`src/rtl/rr_bus_arbiter.sv`:
```
// ---------------------------------------------------------------------------
// rr_bus_arbiter
//
// Purpose:
//   Round-robin arbiter that gives one of REQUESTER_COUNT burst sources
//   ownership of a single shared valid/ready bus. Ownership is won in IDLE,
//   with the search starting at the round-robin pointer. It is released by a
//   transfer carrying last, or by a forced release after MAX_BEATS transfers.
//   Every release is followed by one idle bubble cycle before the next grant.
//
// Parameters:
//   WIDTH            data bus width in bits
//   REQUESTER_COUNT  number of requesters (>= 2)
//   MAX_BEATS        beats per grant before forced release (>= 1)
//
// Ports:
//   clk        in   rising-edge clock
//   reset      in   asynchronous active-high reset
//   req_valid  in   per-requester beat valid
//   req_last   in   per-requester final beat of a burst
//   req_data   in   per-requester beat data (unpacked array)
//   req_ready  out  per-requester beat accepted (owner only)
//   out_valid  out  shared-bus beat valid
//   out_data   out  shared-bus beat data
//   out_last   out  shared-bus final beat
//   out_ready  in   shared-bus sink ready
//   grant      out  one-hot current owner, zero when idle
//   selection  out  index of current owner, zero when idle
// ---------------------------------------------------------------------------
module rr_bus_arbiter #(
    parameter int WIDTH           = 32,
    parameter int REQUESTER_COUNT = 4,
    parameter int MAX_BEATS       = 16
) (
    input  logic                               clk,
    input  logic                               reset,
    input  logic [REQUESTER_COUNT-1:0]         req_valid,
    input  logic [REQUESTER_COUNT-1:0]         req_last,
    input  logic [WIDTH-1:0]                   req_data [REQUESTER_COUNT],
    output logic [REQUESTER_COUNT-1:0]         req_ready,
    output logic                               out_valid,
    output logic [WIDTH-1:0]                   out_data,
    output logic                               out_last,
    input  logic                               out_ready,
    output logic [REQUESTER_COUNT-1:0]         grant,
    output logic [$clog2(REQUESTER_COUNT)-1:0] selection
);

    localparam int SEL_W  = $clog2(REQUESTER_COUNT);
    localparam int BEAT_W = $clog2(MAX_BEATS + 1);

    typedef enum logic {
        IDLE,
        OWNED
    } state_t;

    state_t             state_q, state_d;
    logic [SEL_W-1:0]   selection_q, selection_d;
    logic [SEL_W-1:0]   rrPtr_q, rrPtr_d;
    logic [BEAT_W-1:0]  beatCount_q, beatCount_d;

    logic               winnerFound;
    logic [SEL_W-1:0]   winnerIdx;
    int                 scanIdx;
    logic [SEL_W-1:0]   scanSel;

    logic               transfer;
    logic               releaseNow;

    // Winner search: scan downward in offset from the pointer so that the
    // smallest offset (the first set bit at or after rr_ptr, wrapping) is
    // the last one written and therefore wins.
    always_comb begin
        winnerFound = 1'b0;
        winnerIdx   = '0;
        scanIdx     = 0;
        scanSel     = '0;
        for (int i = REQUESTER_COUNT - 1; i >= 0; i--) begin
            scanIdx = int'(rrPtr_q) + i;
            if (scanIdx >= REQUESTER_COUNT) begin
                scanIdx = scanIdx - REQUESTER_COUNT;
            end
            scanSel = SEL_W'(scanIdx);
            if (req_valid[scanSel]) begin
                winnerFound = 1'b1;
                winnerIdx   = scanSel;
            end
        end
    end

    // Next-state and output logic. While OWNED the owner's handshake is
    // passed straight through; every other requester sees req_ready low.
    // A release transfer returns to IDLE, which forms the bubble cycle.
    always_comb begin
        state_d     = state_q;
        selection_d = selection_q;
        rrPtr_d     = rrPtr_q;
        beatCount_d = beatCount_q;
        req_ready   = '0;
        grant       = '0;
        selection   = '0;
        out_valid   = 1'b0;
        out_data    = '0;
        out_last    = 1'b0;
        transfer    = 1'b0;
        releaseNow  = 1'b0;

        case (state_q)
            IDLE: begin
                if (winnerFound) begin
                    state_d     = OWNED;
                    selection_d = winnerIdx;
                    beatCount_d = '0;
                end
            end

            OWNED: begin
                grant[selection_q]     = 1'b1;
                selection              = selection_q;
                out_valid              = req_valid[selection_q];
                out_data               = req_data[selection_q];
                out_last               = req_last[selection_q];
                req_ready[selection_q] = out_ready;

                transfer   = req_valid[selection_q] & out_ready;
                // beatCount_q counts earlier transfers, so MAX_BEATS-1 here
                // means this transfer is the MAX_BEATS-th of the grant.
                releaseNow = transfer &
                             (req_last[selection_q] |
                              (beatCount_q == BEAT_W'(MAX_BEATS - 1)));

                if (releaseNow) begin
                    state_d     = IDLE;
                    beatCount_d = '0;
                    if (selection_q == SEL_W'(REQUESTER_COUNT - 1)) begin
                        rrPtr_d = '0;
                    end else begin
                        rrPtr_d = selection_q + SEL_W'(1);
                    end
                end else if (transfer) begin
                    beatCount_d = beatCount_q + BEAT_W'(1);
                end
            end

            default: begin
                state_d = IDLE;
            end
        endcase
    end

    // State registers; reset clears ownership immediately, which also
    // forces all outputs derived from the state to their idle values.
    always_ff @(posedge clk or posedge reset) begin
        if (reset) begin
            state_q     <= IDLE;
            selection_q <= '0;
            rrPtr_q     <= '0;
            beatCount_q <= '0;
        end else begin
            state_q     <= state_d;
            selection_q <= selection_d;
            rrPtr_q     <= rrPtr_d;
            beatCount_q <= beatCount_d;
        end
    end

endmodule
```
`config.mk`:
```
export PLATFORM = sky130hd
export DESIGN_NAME = rr_bus_arbiter
export DESIGN_NICKNAME = d
export VERILOG_FILES = /design/src/rtl/rr_bus_arbiter.sv
export SDC_FILE = /design/constraint.sdc
export NUM_CORES = 1
export LEC_CHECK = 0
export CORE_UTILIZATION = 32
export CTS_CLUSTER_SIZE = 16
export DETAILED_ROUTE_END_ITERATION = 7
export HOLD_SLACK_MARGIN = 0.02
export PLACE_DENSITY = 0.89
export SETUP_SLACK_MARGIN = 0.05
export SYNTH_ARGS = -nofsm -noshare
export SYNTH_HDL_FRONTEND = slang
export SYNTH_SLANG_ARGS = --single-unit
export TNS_END_PERCENT = 5
```
`constraint.sdc`:
```
create_clock -name clk -period 4.2 [get_ports clk]
set_input_delay 1.26 -clock clk [delete_from_list [all_inputs] [get_ports clk]]
set_output_delay 1.26 -clock clk [all_outputs]
set_load 0.01 [all_outputs]
```
Word-level counts from Yosys, hierarchy flattened
Index checks and enable logic that the tools add are counted.
{ "totals": {"wordCells": 81, "mem_bits_rw": 0, "mem_bits_ro": 0, "inputBits": 139, "latch_bits": 0, "memories": 0, "ff_bits": 10} }
{ "classes": {"div_mod_pow": 0, "add_sub_neg": 9, "eq_ne": 4, "bitwise": 6, "n_reduce_logical": 4, "mux": 43, "order_cmp": 11, "shifts": 0, "multipliers": 0} }
{ "op_table": {"columns": ["operator", "count"], "rows": [
  ["$mux 32", 3],
  ["$bmux 32 s2", 1],
  ["$mux 2", 10],
  ["$lt 2x3->1 const B", 5],
  ["$mux 1", 15],
  ["$mux 5", 3],
  ["$bmux 1 s2", 6],
  ["$ge 3x3->1 const B", 4],
  ["$pmux 5 s2", 1],
  ["$mux 4", 2],
  ["$sub 2x1->2 const B", 4],
  ["$add 2x2->3 const B", 2],
  ["$reduce_and 2->1", 3],
  ["$add 5x1->5 const B", 1],
  ["$eq 5x4->1 const B", 1],
  ["$and 4x4->4", 1],
  ["$add 2x1->3 const B", 1],
  ["$ge 2x3->1 const B", 1],
  ["$ne 3x1->1 const B", 1],
  ["$not 2->3", 1],
  ["$add 2x1->2 const B", 1],
  ["$and 1x1->1", 2],
  ["$demux 1 s2", 1],
  ["$eq 2x2->1 const B", 1],
  ["6 further kinds", 6]
]} }

Longest topological paths before layout
Gate-level depths: netlist of run 1.
{ "depth": {"ltp_word": 11, "depth_mapped": 6, "ltp_nobuf": 6} }

Worst setup path after synthesis of run 1
OpenSTA, ideal clock, no wires.
{ "synth_timing": {"path_type": "input to output", "startpoint": "in req_valid[3]", "endpoint": "out out_valid", "required_time_ps": 2940, "path_stages": 2, "slack_ps": 973, "t_arrival_ps": 1967, "path_cell_list": "mux4_2 > and2_1"} }
{ "synth_between": {"elab_chain_len": 3} }
{ "synth_lines": {"columns": ["item", "line_no", "text"], "rows": [
  ["start: declaration", "37", "input logic [REQUESTER_COUNT-1:0] req_valid,"],
  ["$bmux 1 s2", "120", "out_valid = req_valid[selection_q];"],
  ["$mux 1 (implied by the code)", "120", null],
  ["$mux 1", "108", "case (state_q)"],
  ["end: declaration", "41", "output logic out_valid,"]
]} }
Every way passes these cells. The select of a mux whose other input is x is not followed.

Final worst setup path of run 1
{ "layout_timing": {"startpoint": "in req_data[72] (netlist name)", "endpoint": "out out_data[8]"} }
{ "layout_between": {"elab_chain_len": 4} }
{ "layout_lines": {"columns": ["item", "line_no", "text"], "rows": [
  ["start: declaration", "39", "input logic [WIDTH-1:0] req_data [REQUESTER_COUNT],"],
  ["$bmux 32 s2", "121", "out_data = req_data[selection_q];"],
  ["$mux 32 (implied by the code) (2 in series)", "121", null],
  ["$mux 32", "108", null],
  ["end: declaration", "42", "output logic [WIDTH-1:0] out_data,"]
]} }
Every way passes these cells. The select of a mux whose other input is x is not followed.

==> metrics.txt, run 1 <==
slew of the pin with the lowest slew margin=0.900 ns; Min Hold Slack=0.515 ns; TritonCTS clock tree=built; reg2reg path depth=5; register area share after synthesis=0.144; final max-slew violation count=0; Die ar.=5740 um^2; CTS Root Cell=clkbuf_8; 1st-pass router iterations=4; Post-CTS Setup Bufs=0; Post-DP HPWL=6.11 mm; setup violators final=0; Final Hold Fails=0; Worst-Skew Late Latency=0.23 ns; R2R Path Start=selection_q[0]$_DFFE_PP0P_; initial antenna violation count=0; Leak=1.43 nW; Fill cells=397; total track usage=0.240; WS Path Type=input port to primary output; largest net degree at the start of global routing=26; core area=5170 um^2; RSZ-0062 raised after global routing=false; Period Utilization, post-route=0.969; drt via density=5.01; clk sink count=10; via count of the first global-routing pass=2,021; global-route wire length before repair=10.0 mm; Port Buffer Count=182; Yosys reg bits=10; Die Ht=75.8 um; startpoint types=input port; largest area contributor in the netlist=mux4_2; Max clock buf depth=2; Initial DRC Count=76; Antenna diodes=0; Setup crit start=req_data[72]; DR vias=2,055; slew margin rel.=0.394; antenna viol nets, final=0; Hold Crit Class=register to register; Area contributors post-synth=mux4_2 (44%), dfrtp_1 (14%), and2_1 (14%), ha_1 (4.3%), and3_1 (2.2%); Synth Net Count=301; Mapped Cells=156; Worst VDD drop=0.407 mV; required time of the worst setup path=2.94 ns; Max Clock Freq=246 MHz; Die X=75.8 um; status=completed; Routability Congestion=0.873; CP endpoint kind=primary output; H-tree levels=1; Pwr Density=489 nW/um^2; MaxCap Viol Count=0; setup TNS=0 ns; Critical Path AT=2.81 ns; Ports=183; Post-Syn Area per Cell=11.2 um^2; cts bufs inserted=3; Routed WL per cell=17.7 um; FP Rows=26; worst-path maximum fanout=1; min cycle time layout=4.07 ns; Post-route DRC=0; Worst-path clk slew=0.04 ns; initial core utilization=0.337; total chip power=0.00183 W; R2R Path End=rrPtr_q[0]$_DFFE_PP0P_; number of nets in the layout=486; share of layout cells above drive strength 1=0.165; Mapped Area=1740 um^2; total wire length=7.27 mm; gr ovfl total=0; FF-to-FF setup slack=1.99 ns; critical path endpoint=out_data[8]; Area growth syn-to-layout=114%; Synth top area share=0.440; Worst Skew=0.00185 ns; Synthesis Warnings=0; Netlist cell types=33
## cell families after synthesis
| family | after synthesis | synth area share |
|---|---|---|
| mux | 37 | 0.463 |
| buf+inv | 20 | 0.0510 |
| compound gates | 14 | 0.0697 |
| simple gates | 69 | 0.230 |
| flops | 10 | 0.144 |
| fa+ha+maj | 6 | 0.0431 |
## flip-flops by register name (all words and copies together) (netlist names)
name	flops
state_q	1
rrPtr_q	2
selection_q	2
beatCount_q	5
## worst max-delay path, stage by stage
cell and delay [ns]:
clkdlybuf4s50_1 0.44, mux4_2 0.47, and2_1 0.17, clkdlybuf4s50_1 0.47
## cells in the final DEF, fill, tap and decap left out
master,netlist,routed
and3_1,6,6
mux4_2,34,34
o211ai_1,1,1
o21ai_0,1,1
buf_12,0,1
or2_4,1,1
nand2_1,5,5
o22ai_1,1,1
clkbuf_8,0,3
inv_1,7,7
o41ai_2,1,1
clkdlybuf4s50_1,0,181
and2_1,38,38
dlymetal6s2s_1,0,1
o31ai_1,1,1
nand2b_1,1,1
o211ai_2,1,1
a21oi_1,3,3
clkbuf_1,5,1
buf_4,0,10
nor2_1,7,7
a31o_1,1,1
nand3_1,6,6
dfrtp_2,0,1
nor3_1,1,1
a32o_1,1,1
mux2i_1,1,1
mux2_4,2,2
o311ai_2,1,1
o41ai_1,1,1
nor2b_1,1,1
o21a_1,1,1
nand2_4,1,1
ha_1,6,6
dfrtp_1,10,9
nand4_1,2,2
## report_power, final
part	internal (W)	switching [W]
Clock	0.0000662	0.0000346
Sequential	0.000137	0.0000878
Combinational	0.000945	0.000555
## synthesized netlist by cell type
cell type,count
and3_1,6
or2_4,1
nand2b_1,1
nor3_1,1
a32o_1,1
o21ai_0,1
o41ai_2,1
nand4_1,2
nand2_1,5
nor2b_1,1
a21oi_1,3
buf_1,2
clkbuf_1,5
mux2i_1,1
ha_1,6
o211ai_1,1
nand2_4,1
and2_1,38
buf_6,1
nand3_1,6
o31ai_1,1
dfrtp_1,10
o41ai_1,1
o21a_1,1
nor2_1,7
mux2_4,2
a31o_1,1
o22ai_1,1
buf_2,5
o211ai_2,1
mux4_2,34
inv_1,7
o311ai_2,1
## what timing repair did
item | 4_1_cts | 5_1_grt
setup endpoints to repair | 0 | 1
hold buffers | 0 | 0
gates resized for setup | 0 | 1
## final cells by class
class	instances	area [um^2]	share of cell area
timing repair buffer	193	1920	0.514
multi-input combinational	126	1400	0.376
sequential	10	251	0.0674
tap	70	87.6	0.0235
clock buffer	4	45.0	0.0121
inverter	7	26.3	0.00704
## worst min-delay path by stage
stage / cells past startpoint / from / endpoint / slack [ns]
after floorplan: 2 / beatCount_q[4]$_DFFE_PP0P_ / beatCount_q[4]$_DFFE_PP0P_ / 0.47
after CTS: 2 / beatCount_q[4]$_DFFE_PP0P_ / beatCount_q[4]$_DFFE_PP0P_ / 0.52
after global placement: 2 / beatCount_q[4]$_DFFE_PP0P_ / beatCount_q[4]$_DFFE_PP0P_ / 0.49
after global routing: 2 / beatCount_q[4]$_DFFE_PP0P_ / beatCount_q[4]$_DFFE_PP0P_ / 0.53
final: 2 / beatCount_q[4]$_DFFE_PP0P_ / beatCount_q[4]$_DFFE_PP0P_ / 0.52
after detailed placement: 2 / beatCount_q[4]$_DFFE_PP0P_ / beatCount_q[4]$_DFFE_PP0P_ / 0.51
## metrics by stage
stage,instances,worst slack [ns],utilization,instance area (um^2)
finish,410,0.129,0.722,3730
global route,410,0.0792,0.722,3730
CTS,410,0.0771,0.721,3730
detailed placement,406,0.0771,0.712,3680
global placement,406,0.0981,0.712,3680
floorplan,156,0.973,-,1740
## layer usage
metal,GRT usage,vias to the layer above,share of wire
li1,-,974,-
met2,0.438,104,0.53
met4,0.0350,0,0.0052
met5,0,-,0
met3,0.0873,4,0.11
met1,0.272,973,0.36
Note: power is estimated with default switching activity, not from simulation.
==> inputs of run 2 (changes only) <==
--- a/config.mk
+++ b/config.mk
@@ -10,7 +10,6 @@
 export DETAILED_ROUTE_END_ITERATION = 7
 export HOLD_SLACK_MARGIN = 0.02
 export PLACE_DENSITY = 0.89
-export SETUP_SLACK_MARGIN = 0.05
 export SYNTH_ARGS = -nofsm -noshare
 export SYNTH_HDL_FRONTEND = slang
 export SYNTH_SLANG_ARGS = --single-unit
==> constraint.sdc (replaced) <==
create_clock -name clk -period 4.87 [get_ports clk]
set_input_delay 1.461 -clock clk [delete_from_list [all_inputs] [get_ports clk]]
set_output_delay 1.461 -clock clk [all_outputs]
set_load 0.01 [all_outputs]
==> metrics.txt, run 2 (synthesized netlist as in run 1, its figures left out) <==
global-route wire length before repair=10.2 mm; Port Buffer Count=182; Post-CTS Setup Bufs=0; Pwr Density=430 nW/um^2; Fill cells=394; hold_buf cts=0; RSZ-0062 raised after global routing=false; setup violators final=0; initial antenna violation count=1; fin cells=402; Worst-Skew Late Latency=0.25 ns; Worst-path clk slew=0.05 ns; Leak=1.39 nW; Hold Crit Class=register to register; clk sink count=10; Max clock buf depth=2; min cycle time layout=4.68 ns; Worst VDD drop=0.423 mV; required time of the worst setup path=3.41 ns; placed cell areas=3620 um^2; cts bufs inserted=3; worst-path maximum fanout=6; placed cell count=398; gr ovfl total=0; Post-DP HPWL=6.35 mm; TritonCTS clock tree=built; 1st-pass router iterations=4; Die ar.=5740 um^2; H-tree levels=1; Hold Crit Depth=2; Antenna diodes=0; Die X=75.8 um; Initial DRC Count=45; status=completed; Area growth syn-to-layout=111%; CTS Root Cell=clkbuf_8; most common cell after layout, fill and taps aside=clkdlybuf4s50_1; Die Ht=75.8 um; reg2reg path depth=4; Largest regs=beatCount_q (5), rrPtr_q (2), selection_q (2); Period Utilization, post-route=0.961; CP endpoint kind=primary output; hold path start=beatCount_q[4]$_DFFE_PP0P_; drt via density=5.12; post-cts resize count=0; highest-count cells in the layout ignoring fill and taps=clkdlybuf4s50_1 (182), and2_1 (38), mux4_2 (34); initial core utilization=0.337; Final Hold Fails=0; total track usage=0.244; Routability Congestion=0.806; number of nets in the layout=478; DR vias=2,059; total wire length=7.54 mm; Min Hold Slack=0.515 ns; slew of the pin with the lowest slew margin=0.868 ns; via count of the first global-routing pass=2,079; FP Rows=26; Critical Path AT=3.22 ns; core area=5170 um^2; setup TNS=0 ns; Top reg by flops=beatCount_q; antenna viol nets, final=0; Routed WL per cell=18.8 um; WHS Endpoint=beatCount_q[4]$_DFFE_PP0P_; Worst Skew=0.00489 ns; R2R Path Start=selection_q[0]$_DFFE_PP0P_; Post-route DRC=0; WS Path Type=input port to primary output; Ports=183; max FFs per register=5; startpoint types=input port; slew margin rel.=0.415; R2R Path End=rrPtr_q[1]$_DFFE_PP0P_; final max-slew violation count=0; Max Clock Freq=214 MHz; share of layout cells above drive strength 1=0.148; largest net degree at the start of global routing=32; design area=3680 um^2; FF-to-FF setup slack=2.61 ns; MaxCap Viol Count=0
[run 2: area by class of cell]
| cell class | instances | area (um^2) | area share |
|---|---|---|---|
| clock buffer | 4 | 55.1 | 0.0150 |
| inverter | 7 | 26.3 | 0.00714 |
| multi-input combinational | 126 | 1400 | 0.381 |
| sequential | 10 | 251 | 0.0683 |
| tap | 70 | 87.6 | 0.0238 |
| timing repair buffer | 185 | 1860 | 0.505 |
[run 2: worst max-delay path, cell delays in order]
cell,delay (ns)
clkdlybuf4s50_1,0.51
mux4_2,0.57
and2_1,0.19
clkdlybuf4s50_1,0.48
[run 2: layer usage]
| metal | track usage | routed length (um) | vias to the layer above | part of all wire |
|---|---|---|---|---|
| li1 | - | - | 956 | - |
| met1 | 0.259 | 2610 | 997 | 0.35 |
| met2 | 0.468 | 4070 | 95 | 0.54 |
| met3 | 0.0754 | 778 | 9 | 0.10 |
| met4 | 0.0535 | 80 | 2 | 0.011 |
| met5 | 0 | 11 | - | 0.0015 |
[run 2: power breakdown]
group | total, W | internal [W] | switching (W)
Combinational | 0.00123 | 0.000797 | 0.000437
Clock | 0.000110 | 0.0000715 | 0.0000383
Sequential | 0.000237 | 0.000117 | 0.000120
Total | 0.00158 | 0.000985 | 0.000596
[run 2: worst max path at each step]
stage / startpoint / depth (start not counted) / to
final: req_valid[0] / 4 / out_valid
after global routing: req_valid[3] / 4 / out_valid
after CTS: req_valid[0] / 4 / out_valid
after detailed placement: req_valid[0] / 4 / out_valid
after global placement: req_valid[0] / 4 / out_valid
after floorplan: req_valid[3] / 2 / out_valid
[run 2: metrics by stage]
step | worst slack (ns) | total power [W] | util
2_1_floorplan | 1.24 | 0.000893 | -
3_3_place_gp | 0.230 | 0.00145 | 0.701
3_5_place_dp | 0.193 | 0.00148 | 0.701
4_1_cts | 0.193 | 0.00159 | 0.711
5_1_grt | 0.165 | 0.00170 | 0.711
6_report | 0.190 | 0.00158 | 0.711
